### src/rtl/tm1637_frame_driver.sv
// tm1637_frame_driver: native two-wire TM1637 frame sender (data cmd, digits, display control).
// Define TM1637_KEYSCAN_EN to append a key-scan read transaction with key_data/key_valid ports.
module tm1637_frame_driver #(
    parameter int NUM_DIGITS = 4,
    parameter int CLK_DIV    = 250
) (
    input  logic                    clk_50M,
    input  logic                    rst_n,
    input  logic                    start,
    input  logic [8*NUM_DIGITS-1:0] digits,
    input  logic [2:0]              brightness,
    input  logic                    display_on,
    output logic                    busy,
    output logic                    done,
    output logic                    ack_err,
    output logic                    tm1637_clk,
    output logic                    tm1637_dio_oe,
`ifdef TM1637_KEYSCAN_EN
    output logic [7:0]              key_data,
    output logic                    key_valid,
`endif
    input  logic                    tm1637_dio_in
);
    localparam int CW = (CLK_DIV > 1) ? $clog2(CLK_DIV) : 1;
`ifdef TM1637_KEYSCAN_EN
    localparam logic [1:0] LAST_TXN = 2'd3;
`else
    localparam logic [1:0] LAST_TXN = 2'd2;
`endif

    typedef enum logic [3:0] {IDLE, START, BIT_LO, BIT_HI, ACK_LO, ACK_HI, STOP_A, STOP_B, STOP_C} state_t;
    state_t state, state_nxt;

    logic [CW-1:0]           cnt;
    logic                    tick;
    logic [2:0]              bit_idx;
    logic [2:0]              byte_cnt;
    logic [2:0]              last_byte;
    logic [1:0]              txn;
    logic                    last_txn;
    logic                    rd;
    logic [8*NUM_DIGITS-1:0] dig_q;
    logic [2:0]              br_q;
    logic                    on_q;
    logic [7:0]              dig_arr [8];
    logic [7:0]              cur_byte;
    logic [1:0]              dio_sync;

    assign tick     = busy && cnt == CW'(CLK_DIV - 1);
    assign last_txn = txn == LAST_TXN;
`ifdef TM1637_KEYSCAN_EN
    assign rd        = txn == 2'd3 && byte_cnt == 3'd1;
    assign last_byte = txn == 2'd1 ? 3'(NUM_DIGITS) : txn == 2'd3 ? 3'd1 : 3'd0;
`else
    assign rd        = 1'b0;
    assign last_byte = txn == 2'd1 ? 3'(NUM_DIGITS) : 3'd0;
`endif

    // Pad the digit snapshot to 8 entries so a 3-bit byte counter indexes it cleanly.
    for (genvar g = 0; g < 8; g++) begin : g_dig
        if (g < NUM_DIGITS) begin : g_used
            assign dig_arr[g] = dig_q[8*g +: 8];
        end else begin : g_pad
            assign dig_arr[g] = 8'h00;
        end
    end

    always_comb
        cur_byte = txn == 2'd0 ? 8'h40 :
                   txn == 2'd1 ? (byte_cnt == 3'd0 ? 8'hC0 : dig_arr[byte_cnt - 3'd1]) :
                   txn == 2'd2 ? (on_q ? {5'b10001, br_q} : 8'h80) : 8'h42;

    always_ff @(posedge clk_50M or negedge rst_n)
        if (!rst_n)
            dio_sync <= 2'b11;
        else
            dio_sync <= {dio_sync[0], tm1637_dio_in};

    always_ff @(posedge clk_50M or negedge rst_n)
        if (!rst_n)
            state <= IDLE;
        else
            state <= state_nxt;

    always_comb begin
        state_nxt = state;
        case (state)
            IDLE:    if (start) state_nxt = START;
            START:   if (tick) state_nxt = BIT_LO;
            BIT_LO:  if (tick) state_nxt = BIT_HI;
            BIT_HI:  if (tick) state_nxt = bit_idx == 3'd7 ? ACK_LO : BIT_LO;
            ACK_LO:  if (tick) state_nxt = ACK_HI;
            ACK_HI:  if (tick) state_nxt = byte_cnt == last_byte ? STOP_A : BIT_LO;
            STOP_A:  if (tick) state_nxt = STOP_B;
            STOP_B:  if (tick) state_nxt = STOP_C;
            STOP_C:  if (tick) state_nxt = last_txn ? IDLE : START;
            default: state_nxt = IDLE;
        endcase
    end

    always_comb begin
        busy          = state != IDLE;
        tm1637_clk    = !(state inside {BIT_LO, ACK_LO, STOP_A});
        tm1637_dio_oe = state inside {START, STOP_A, STOP_B} ||
                        (state inside {BIT_LO, BIT_HI} && !rd && !cur_byte[bit_idx]);
    end

    always_ff @(posedge clk_50M or negedge rst_n)
        if (!rst_n) begin
            cnt      <= '0;
            bit_idx  <= '0;
            byte_cnt <= '0;
            txn      <= '0;
            dig_q    <= '0;
            br_q     <= '0;
            on_q     <= 1'b0;
            done     <= 1'b0;
            ack_err  <= 1'b0;
        end else begin
            cnt  <= (tick || !busy) ? '0 : cnt + 1'b1;
            done <= state == STOP_C && tick && last_txn;
            if (state == IDLE && start) begin
                dig_q   <= digits;
                br_q    <= brightness;
                on_q    <= display_on;
                ack_err <= 1'b0;
                txn     <= 2'd0;
            end
            if (tick) begin
                if (state == START) begin
                    bit_idx  <= '0;
                    byte_cnt <= '0;
                end
                if (state == BIT_HI)
                    bit_idx <= bit_idx + 1'b1;
                if (state == ACK_HI) begin
                    byte_cnt <= byte_cnt + 1'b1;
                    if (!rd && dio_sync[1])
                        ack_err <= 1'b1;
                end
                if (state == STOP_C)
                    txn <= txn + 1'b1;
            end
        end

`ifdef TM1637_KEYSCAN_EN
    logic [7:0] key_sh;

    always_ff @(posedge clk_50M or negedge rst_n)
        if (!rst_n) begin
            key_sh    <= '0;
            key_data  <= '0;
            key_valid <= 1'b0;
        end else begin
            key_valid <= state == STOP_C && tick && last_txn;
            if (state == BIT_HI && tick && rd)
                key_sh[bit_idx] <= dio_sync[1];
            if (state == STOP_C && tick && last_txn)
                key_data <= key_sh;
        end
`endif
endmodule

### config.mk
export PLATFORM = sky130hd
export DESIGN_NAME = tm1637_frame_driver
export DESIGN_NICKNAME = d
export VERILOG_FILES = /design/src/rtl/tm1637_frame_driver.sv
export SDC_FILE = /design/constraint.sdc
export NUM_CORES = 1
export LEC_CHECK = 0
export ABC_AREA = 1
export CORE_ASPECT_RATIO = 1.25
export CORE_MARGIN = 2
export CORE_UTILIZATION = 40
export DETAILED_ROUTE_END_ITERATION = 8
export HOLD_SLACK_MARGIN = 0.12
export PLACE_DENSITY_LB_ADDON = 0.2
export RECOVER_POWER = 50
export SYNTH_ARGS = -nofsm -noshare
export SYNTH_HDL_FRONTEND = slang
export SYNTH_SLANG_ARGS = --single-unit
export TNS_END_PERCENT = 30
### constraint.sdc
create_clock -name clk_50M -period 2.27 [get_ports clk_50M]
set_clock_uncertainty 0.1 [all_clocks]
set_input_delay 0.454 -clock clk_50M [delete_from_list [all_inputs] [get_ports clk_50M]]
set_output_delay 0.454 -clock clk_50M [all_outputs]
set_load 0.02 [all_outputs]
==> results of run 1 <==
## per-layer routing
metal  GRT usage  wire length, um  part of all wire  up-vias
li1            -                -                 -     1248
met1       0.197             2980              0.46     1129
met2       0.264             3190              0.49       36
met3      0.0365              197             0.030       10
met4      0.0829              128             0.020        0
met5           0                0                 0        -
## timing repair
item / in CTS / in global routing
pin swaps: 15 / 8
hold buffers: 1 / 0
gates resized for setup: 30 / 7
buffers inserted: 4 / 1
hold endpoints to repair: 58 / 0
setup endpoints to repair: 3 / 1
## state kept, by name, indices dropped and copies added, names as in the netlist
| register | cells |
|---|---|
| dig_q | 32 |
| cnt | 8 |
| state | 4 |
| bit_idx | 3 |
| br_q | 3 |
| byte_cnt | 3 |
| dio_sync | 2 |
| txn | 2 |
| ack_err | 1 |
| done | 1 |
| on_q | 1 |
## cells in the mapped netlist, drive strengths merged (2+ instances only)
cell    n  share of area
a22o    2         0.0055
buf     9          0.023
nor3    3         0.0047
or2     2         0.0039
ha     10          0.039
a21oi  15          0.023
nand2  75          0.093
mux2   31           0.14
nand3  35          0.056
dfrtp  58           0.45
o21ai  13          0.022
nor3b   3         0.0086
inv    31          0.036
dfstp   2          0.016
nor2   29          0.042
## worst max-delay path by stage
| stage | end | depth (start not counted) | slack [ns] | startpoint |
|---|---|---|---|---|
| after global routing | tm1637_dio_oe | 15 | -0.44 | byte_cnt[0] |
| after detailed placement | tm1637_dio_oe | 11 | -0.37 | byte_cnt[0] |
| after floorplan | tm1637_dio_oe | 17 | 0.02 | byte_cnt[0] |
| after global placement | tm1637_dio_oe | 12 | -0.34 | byte_cnt[1] |
| final | tm1637_dio_oe | 14 | -0.28 | byte_cnt[0] |
| after CTS | tm1637_dio_oe | 14 | -0.26 | byte_cnt[0] |
## logic make-up after synthesis
logic type      count (synthesis)  synth area share
simple gates                  149             0.217
flops                          60             0.471
buf+inv                        40            0.0591
compound gates                 37            0.0674
mux                            32             0.144
fa+ha+maj                      10            0.0392
xor+xnor                        1           0.00274
## metrics by stage
step	TNS, ns	total power, mW
after CTS	-0.263	2.12
after floorplan	0	1.09
after global routing	-7.64	2.17
after global placement	-0.344	1.19
final	-0.282	2.08
after detailed placement	-0.374	1.19
## layout make-up
cell class | instances | area [um2]
clock buffers | 12 | 135
clock inverters | 4 | 50.0
fillers | 702 | 3540
inverters | 31 | 126
multi-input cells | 229 | 1600
flip-flops and latches | 60 | 1500
well taps | 95 | 119
repair buffers | 77 | 714
## power by group through the flow
| stage | Clock [mW] | Combinational [mW] | Sequential (mW) |
|---|---|---|---|
| floorplan | 0 | 0.00131 | 1.09 |
| global placement | 0 | 0.0958 | 1.09 |
| detailed placement | 0 | 0.0959 | 1.09 |
| CTS | 0.948 | 0.0977 | 1.07 |
| global route | 0.997 | 0.0986 | 1.07 |
| finish | 0.914 | 0.0903 | 1.07 |
==> results by group, run 1 <==
GRT
  • Total global routing track utilization: 0.161
  • Maximum number of pins on one net before global-route repair: 61
  • Antenna violations before repair: 0
  • Vias in the first global route: 2434
  • Gr ovfl total: 0
  • Global-route wire length before repair: 11000 um

Power and ir drop
  • Int Power: 1.64 mW
  • LEAKAGE: 2.08 nW
  • Worst supply voltage drop on vdd: 244 uV
  • Register share of total power: 0.517
  • Cell area power density: 488 nW/um2
  • Switching share of power: 0.212
  • Switching power summed over all nets: 0.440 mW
  • Power share of the clock group: 0.440
  • Combinational cell fraction of total power: 0.043

Layout
  • Commonest non-fill, non-tap cell in the layout: sky130_fd_sc_hd__nand2_1
  • Post-layout instance count excluding filler cells: 508
  • Total Nets Final: 458
  • Final instance area: 4250 um2
  • Highest-count cells in the layout ignoring fill and taps: 68 x sky130_fd_sc_hd__nand2_1, 58 x sky130_fd_sc_hd__dfrtp_1, 39 x sky130_fd_sc_hd__clkdlybuf4s50_1
  • Antenna diodes: 0
  • Layout Area Growth over Synthesis: 33.1%
  • Post-route core utilization: 0.546
  • Fraction of layout instances using a drive strength above 1: 0.286

STA
  • Relative slew slack: 0.0126
  • Actual slew at the worst max-slew pin: 1.48 ns
  • Timing-limited maximum frequency: 392 MHz
  • Number of endpoints failing setup at the final stage: 1
  • Setup repair after global routing missed its margin: true
  • Crit share post-route: 1.12
  • Number of slew-limit violations in the final report: 0
  • Count of endpoints failing hold in the final timing report: 0
  • Final worst slack: -0.282 ns
  • Hold Worst Slack: 0.257 ns
  • Shortest clock period the worst path allows after layout: 2.55 ns

Floorplanning
  • Starting Density: 0.410
  • Core region area: 7790 um2
  • Core Rows: 36
  • Die span in x: 83.9 um
  • Die outline height: 104 um
  • Top-level port count: 45
  • Die area: 8720 um2

CTS
  • TritonCTS Buffers: 9
  • Clock latency on the worst-skew pair: 0.34 ns
  • Clock sink count: 60
  • TritonCTS clock tree: yes
  • Number of buffers on the longest clock path: 2
  • Number of H-tree branching levels: 3
  • Clock root cell: sky130_fd_sc_hd__clkbuf_8
  • CTS clock-pin slew for the worst setup and hold paths: 0.06 ns

Run
  • Max Cap Violations: 0

Min path
  • Hold Startpoint: dio_sync[0]
  • Worst Hold Class: flop to flop
  • Cell depth of the worst min-delay path: 0
  • Hold EP: dio_sync[1]

Critical path
  • Cell with the largest stage delay on the worst path: sky130_fd_sc_hd__dfrtp_1
  • R2r endpoint: byte_cnt[0]
  • Crit path top cell by count: sky130_fd_sc_hd__nand2_1
  • Cells along the critical path: clkinv_4, ha_4, buf_6, nand3_2, nand3_2, nand2_1, nand2_1, nand2_1, nand3_1, nand2_1, nand2_1, nand2_2, nand2_2, buf_6
  • Worst EP arrival: 2.00 ns
  • Flop-to-flop setup slack: 0.47 ns
  • Type of the setup path with the least slack: flop to output port
  • Peak fanout along the critical path: 6
  • Number of cells on the worst reg-to-reg path: 9
  • Worst path top cell family by delay: simple AND/OR/NAND/NOR gates
  • Endpoint required time on the critical path: 1.72 ns
  • Worst Setup Start Kind: flop
  • Crit-path max cell delay: 0.40 ns
  • Startpoint of the lowest-slack register-to-register path: cnt[1]
  • Crit path buf inv count: 3
  • Worst Setup End Kind: output port

Synth
  • Sequential share of the synthesized area: 0.471
  • Cell count after synthesis: 329
  • Synthesized area per cell: 9.71 um2
  • Top flip-flop cell by instance count after synthesis: sky130_fd_sc_hd__dfrtp_1
  • Syn Std Cell Area: 3200 um2
  • Count of warnings emitted by yosys: 0
  • Number of different library cells in the post-synthesis netlist: 38
  • Number of flops mapped to enable cells by yosys: 0
  • Post-synthesis async set-or-reset flop share: 1.00
  • Post-Syn Nets: 379
  • Synthesis-stage register bit count: 60

Drt
  • Number of vias per cell: 4.77
  • Detailed-route via count: 2423
  • 1st-pass router iterations: 4
  • DR WL/cell: 12.8 um
  • Violation count after the first detailed-route iteration: 60
  • Drt total wl: 6490 um
  • DRC viols: 0
  • Final ANT Viol Nets: 0

Placement
  • Final HPWL DP: 4730 um
  • Setup slack at placement: -0.374 ns
  • Count of placed standard cells including taps: 486
  • Weighted congestion reported at the end of routability-driven placement: 0.859
  • Post-detailed-placement cell area: 3940 um2
  • Port bufs: 44

Run status
  • Outcome: finished, violations left
  • Violations in the final reports: setup timing
(Power assumes the default switching activity.)
==> run 2, diff against run 1 <==
- CTS_BUF_LIST: unset -> sky130_fd_sc_hd__clkbuf_8
- MAX_ROUTING_LAYER: unset -> met4
- clock period: 2.27 -> 3 ns (I/O delays scaled with it)
==> run 2 against run 1 <==
Against the previous run: utilization down 4.3 points; power down 24%; first-iteration DRC count up 82%; critical path depth unchanged; the flow now finishes without violations; sequential power down 24%; worst hold slack worse by 0.0012 ns; via count down 3.3%; register-to-register slack better by 0.61 ns; critical endpoint unchanged; setup slack better by 0.51 ns; die area unchanged.
==> results by group, run 2 (synthesis gave the netlist of run 1 again) <==
STA
  • Number of endpoints failing setup at the final stage: 0 (-1)
  • Actual slew at the worst max-slew pin: 1.34 ns (-0.145 ns)
  • Count of endpoints failing hold in the final timing report: 0 (unchanged)
  • Timing-limited maximum frequency: 360 MHz
  • Number of slew-limit violations in the final report: 0 (unchanged)
  • Crit share post-route: 0.925
  • Setup_tns: 0 ns (+0.282 ns)
  • Relative slew slack: 0.109 (+0.0963)
  • Setup repair after global routing missed its margin: false
  • Shortest clock period the worst path allows after layout: 2.78 ns

Placement
  • Weighted congestion reported at the end of routability-driven placement: 0.850 (-1.1%)
  • Port bufs: 44 (unchanged)
  • Final HPWL DP: 4630 um (-2.1%)

Drt
  • Final ANT Viol Nets: 0 (unchanged)
  • Number of vias per cell: 4.86 (+1.9%)
  • DRC viols: 0 (unchanged)
  • Violation count after the first detailed-route iteration: 109 (+82%)
  • Detailed-route via count: 2342 (-3.3%)
  • DR WL/cell: 13.3 um (+3.7%)
  • 1st-pass router iterations: 4 (unchanged)
  • Drt total wl: 6390 um (-1.6%)

Floorplanning
  • Core Rows: 36 (unchanged)
  • Starting Density: 0.410 (unchanged)
  • Die outline height: 104 um (unchanged)
  • Top-level port count: 45 (unchanged)
  • Core region area: 7790 um2 (unchanged)
  • Die span in x: 83.9 um (unchanged)
  • Die area: 8720 um2 (unchanged)

Layout
  • Antenna diodes: 0 (unchanged)
  • Registers with the highest flip-flop counts: dig_q: 32 flops, cnt: 8 flops, state: 4 flops
  • Register containing the most flip-flops in the final layout: dig_q
  • Commonest non-fill, non-tap cell in the layout: sky130_fd_sc_hd__nand2_1
  • Number of flip-flops under the largest register name: 32 (unchanged)
  • Filler Cells Inserted: 759 (+8.1%)
  • Highest-count cells in the layout ignoring fill and taps: 73 x sky130_fd_sc_hd__nand2_1, 58 x sky130_fd_sc_hd__dfrtp_1, 41 x sky130_fd_sc_hd__clkdlybuf4s50_1
  • Total Nets Final: 432 (-5.7%)
  • Layout Area Growth over Synthesis: 22.6%
  • Fraction of layout instances using a drive strength above 1: 0.173 (-0.113)

Run status
  • Outcome: finished clean

GRT
  • Vias in the first global route: 2342 (-3.8%)
  • Gr ovfl total: 0 (unchanged)
  • Global-route wire length before repair: 11300 um (+2.1%)
  • Antenna violations before repair: 0 (unchanged)
  • Maximum number of pins on one net before global-route repair: 46 (-25%)
  • Total global routing track utilization: 0.166 (+0.00534)

CTS
  • CTS clock-pin slew for the worst setup and hold paths: 0.06 ns (about the same)
  • TritonCTS Buffers: 9 (unchanged)
  • Clock latency on the worst-skew pair: 0.33 ns (about the same)
  • Number of H-tree branching levels: 3 (unchanged)
  • TritonCTS clock tree: yes
  • Cts-stage hold buffer count: 0 (-1)
  • Post-CTS repair timing setup buffer count: 0 (-4)
  • Clock root cell: sky130_fd_sc_hd__clkbuf_8
  • Number of buffers on the longest clock path: 2 (unchanged)
  • Clock sink count: 60 (unchanged)

Critical path
  • Type of the setup path with the least slack: flop to output port
  • Cell with the largest stage delay on the worst path: sky130_fd_sc_hd__dfrtp_1
  • Crit path buf inv count: 3 (unchanged)
  • Peak fanout along the critical path: 5 (-1)
  • Endpoint required time on the critical path: 2.30 ns (+0.58 ns)
  • Crit-path max cell delay: 0.35 ns (-0.05 ns)
  • Crit path top cell by count: sky130_fd_sc_hd__nand2_1
  • Cells along the critical path: inv_2, ha_1, buf_4, nand3_1, nand3_1, nand2_1, nand2_1, nand2_1, nand3_1, nand2_1, nand2_1, nand2_1, nand2_1, clkbuf_2
  • Worst Setup End Kind: output port
  • Worst Setup Start Kind: flop
  • Worst EP arrival: 2.08 ns (+0.08 ns)
  • Worst path top cell family by delay: simple AND/OR/NAND/NOR gates

Min path
  • Worst Hold Class: flop to flop

Power and ir drop
  • Cell area power density: 406 nW/um2 (-17%)
  • LEAKAGE: 1.93 nW (-7.1%)
  • Worst supply voltage drop on vdd: 277 uV (+13%)
  • Total design power: 1.59 mW (-24%)

Run
  • Max Cap Violations: 0 (unchanged)
## run 2: area by class of cell
type / count / area, um2 / area share
Sequential cell: 60 / 1500 / 0.384
Timing Repair Buffer: 51 / 479 / 0.122
Tap cell: 95 / 119 / 0.0303
Clock inverter: 5 / 45.0 / 0.0115
Inverter: 31 / 116 / 0.0297
Multi-Input combinational cell: 229 / 1500 / 0.384
Clock buffer: 11 / 151 / 0.0386
## run 2: power by group
| group | total, mW | switching (mW) | internal, mW |
|---|---|---|---|
| clock | 0.709 | 0.292 | 0.417 |
| sequential | 0.812 | 0.000318 | 0.812 |
| combinational | 0.0676 | 0.0235 | 0.0441 |
| total | 1.59 | 0.316 | 1.27 |
## run 2: metrics by stage
stage / cell area [um2] / cells / hold slack (ns) / util / worst slack (ns)
floorplan: 3200 / 329 / 0.204 / - / 0.384
global placement: 3740 / 466 / 0.246 / 0.480 / 0.168
detailed placement: 3740 / 466 / 0.247 / 0.480 / 0.124
CTS: 3940 / 482 / 0.180 / 0.505 / 0.0335
global route: 3920 / 482 / 0.264 / 0.503 / 0.0171
finish: 3920 / 482 / 0.256 / 0.503 / 0.225
## run 2: path summary, 6_finish.rpt
check / startpoint / endpoint / slack, ns / depth (start not counted)
worst min-delay path: dio_sync[0] / dio_sync[1] / 0.26 / 0
min in group asynchronous: rst_n / dig_q[25] / 0.45 / 1
max in group asynchronous: rst_n / bit_idx[1] / 0.83 / 2
worst max register to register: state[0] / on_q / 1.08 / 5
worst min register to register: dio_sync[0] / dio_sync[1] / 0.26 / 0
worst max-delay path: byte_cnt[0] / tm1637_dio_oe / 0.22 / 14
## run 2: worst register-to-register path: cells and delay by family (launching register included)
kind	cells	cell delay (ns)
simple gates	4	0.75
mux	1	0.50
flops	1	0.45
## run 2: timing repair
item / CTS / global route
gates resized for setup: 1 / 3
setup endpoints to repair: 1 / 1
pin swaps: 0 / 0
## run 2: per-layer routing
metal / track usage / share of wire / up-vias
met4: 0.0588 / 0.015 / 0
met3: 0.0365 / 0.037 / 13
met1: 0.223 / 0.48 / 1094
met2: 0.250 / 0.47 / 42
li1: - / - / 1193
met5: - / 0 / -
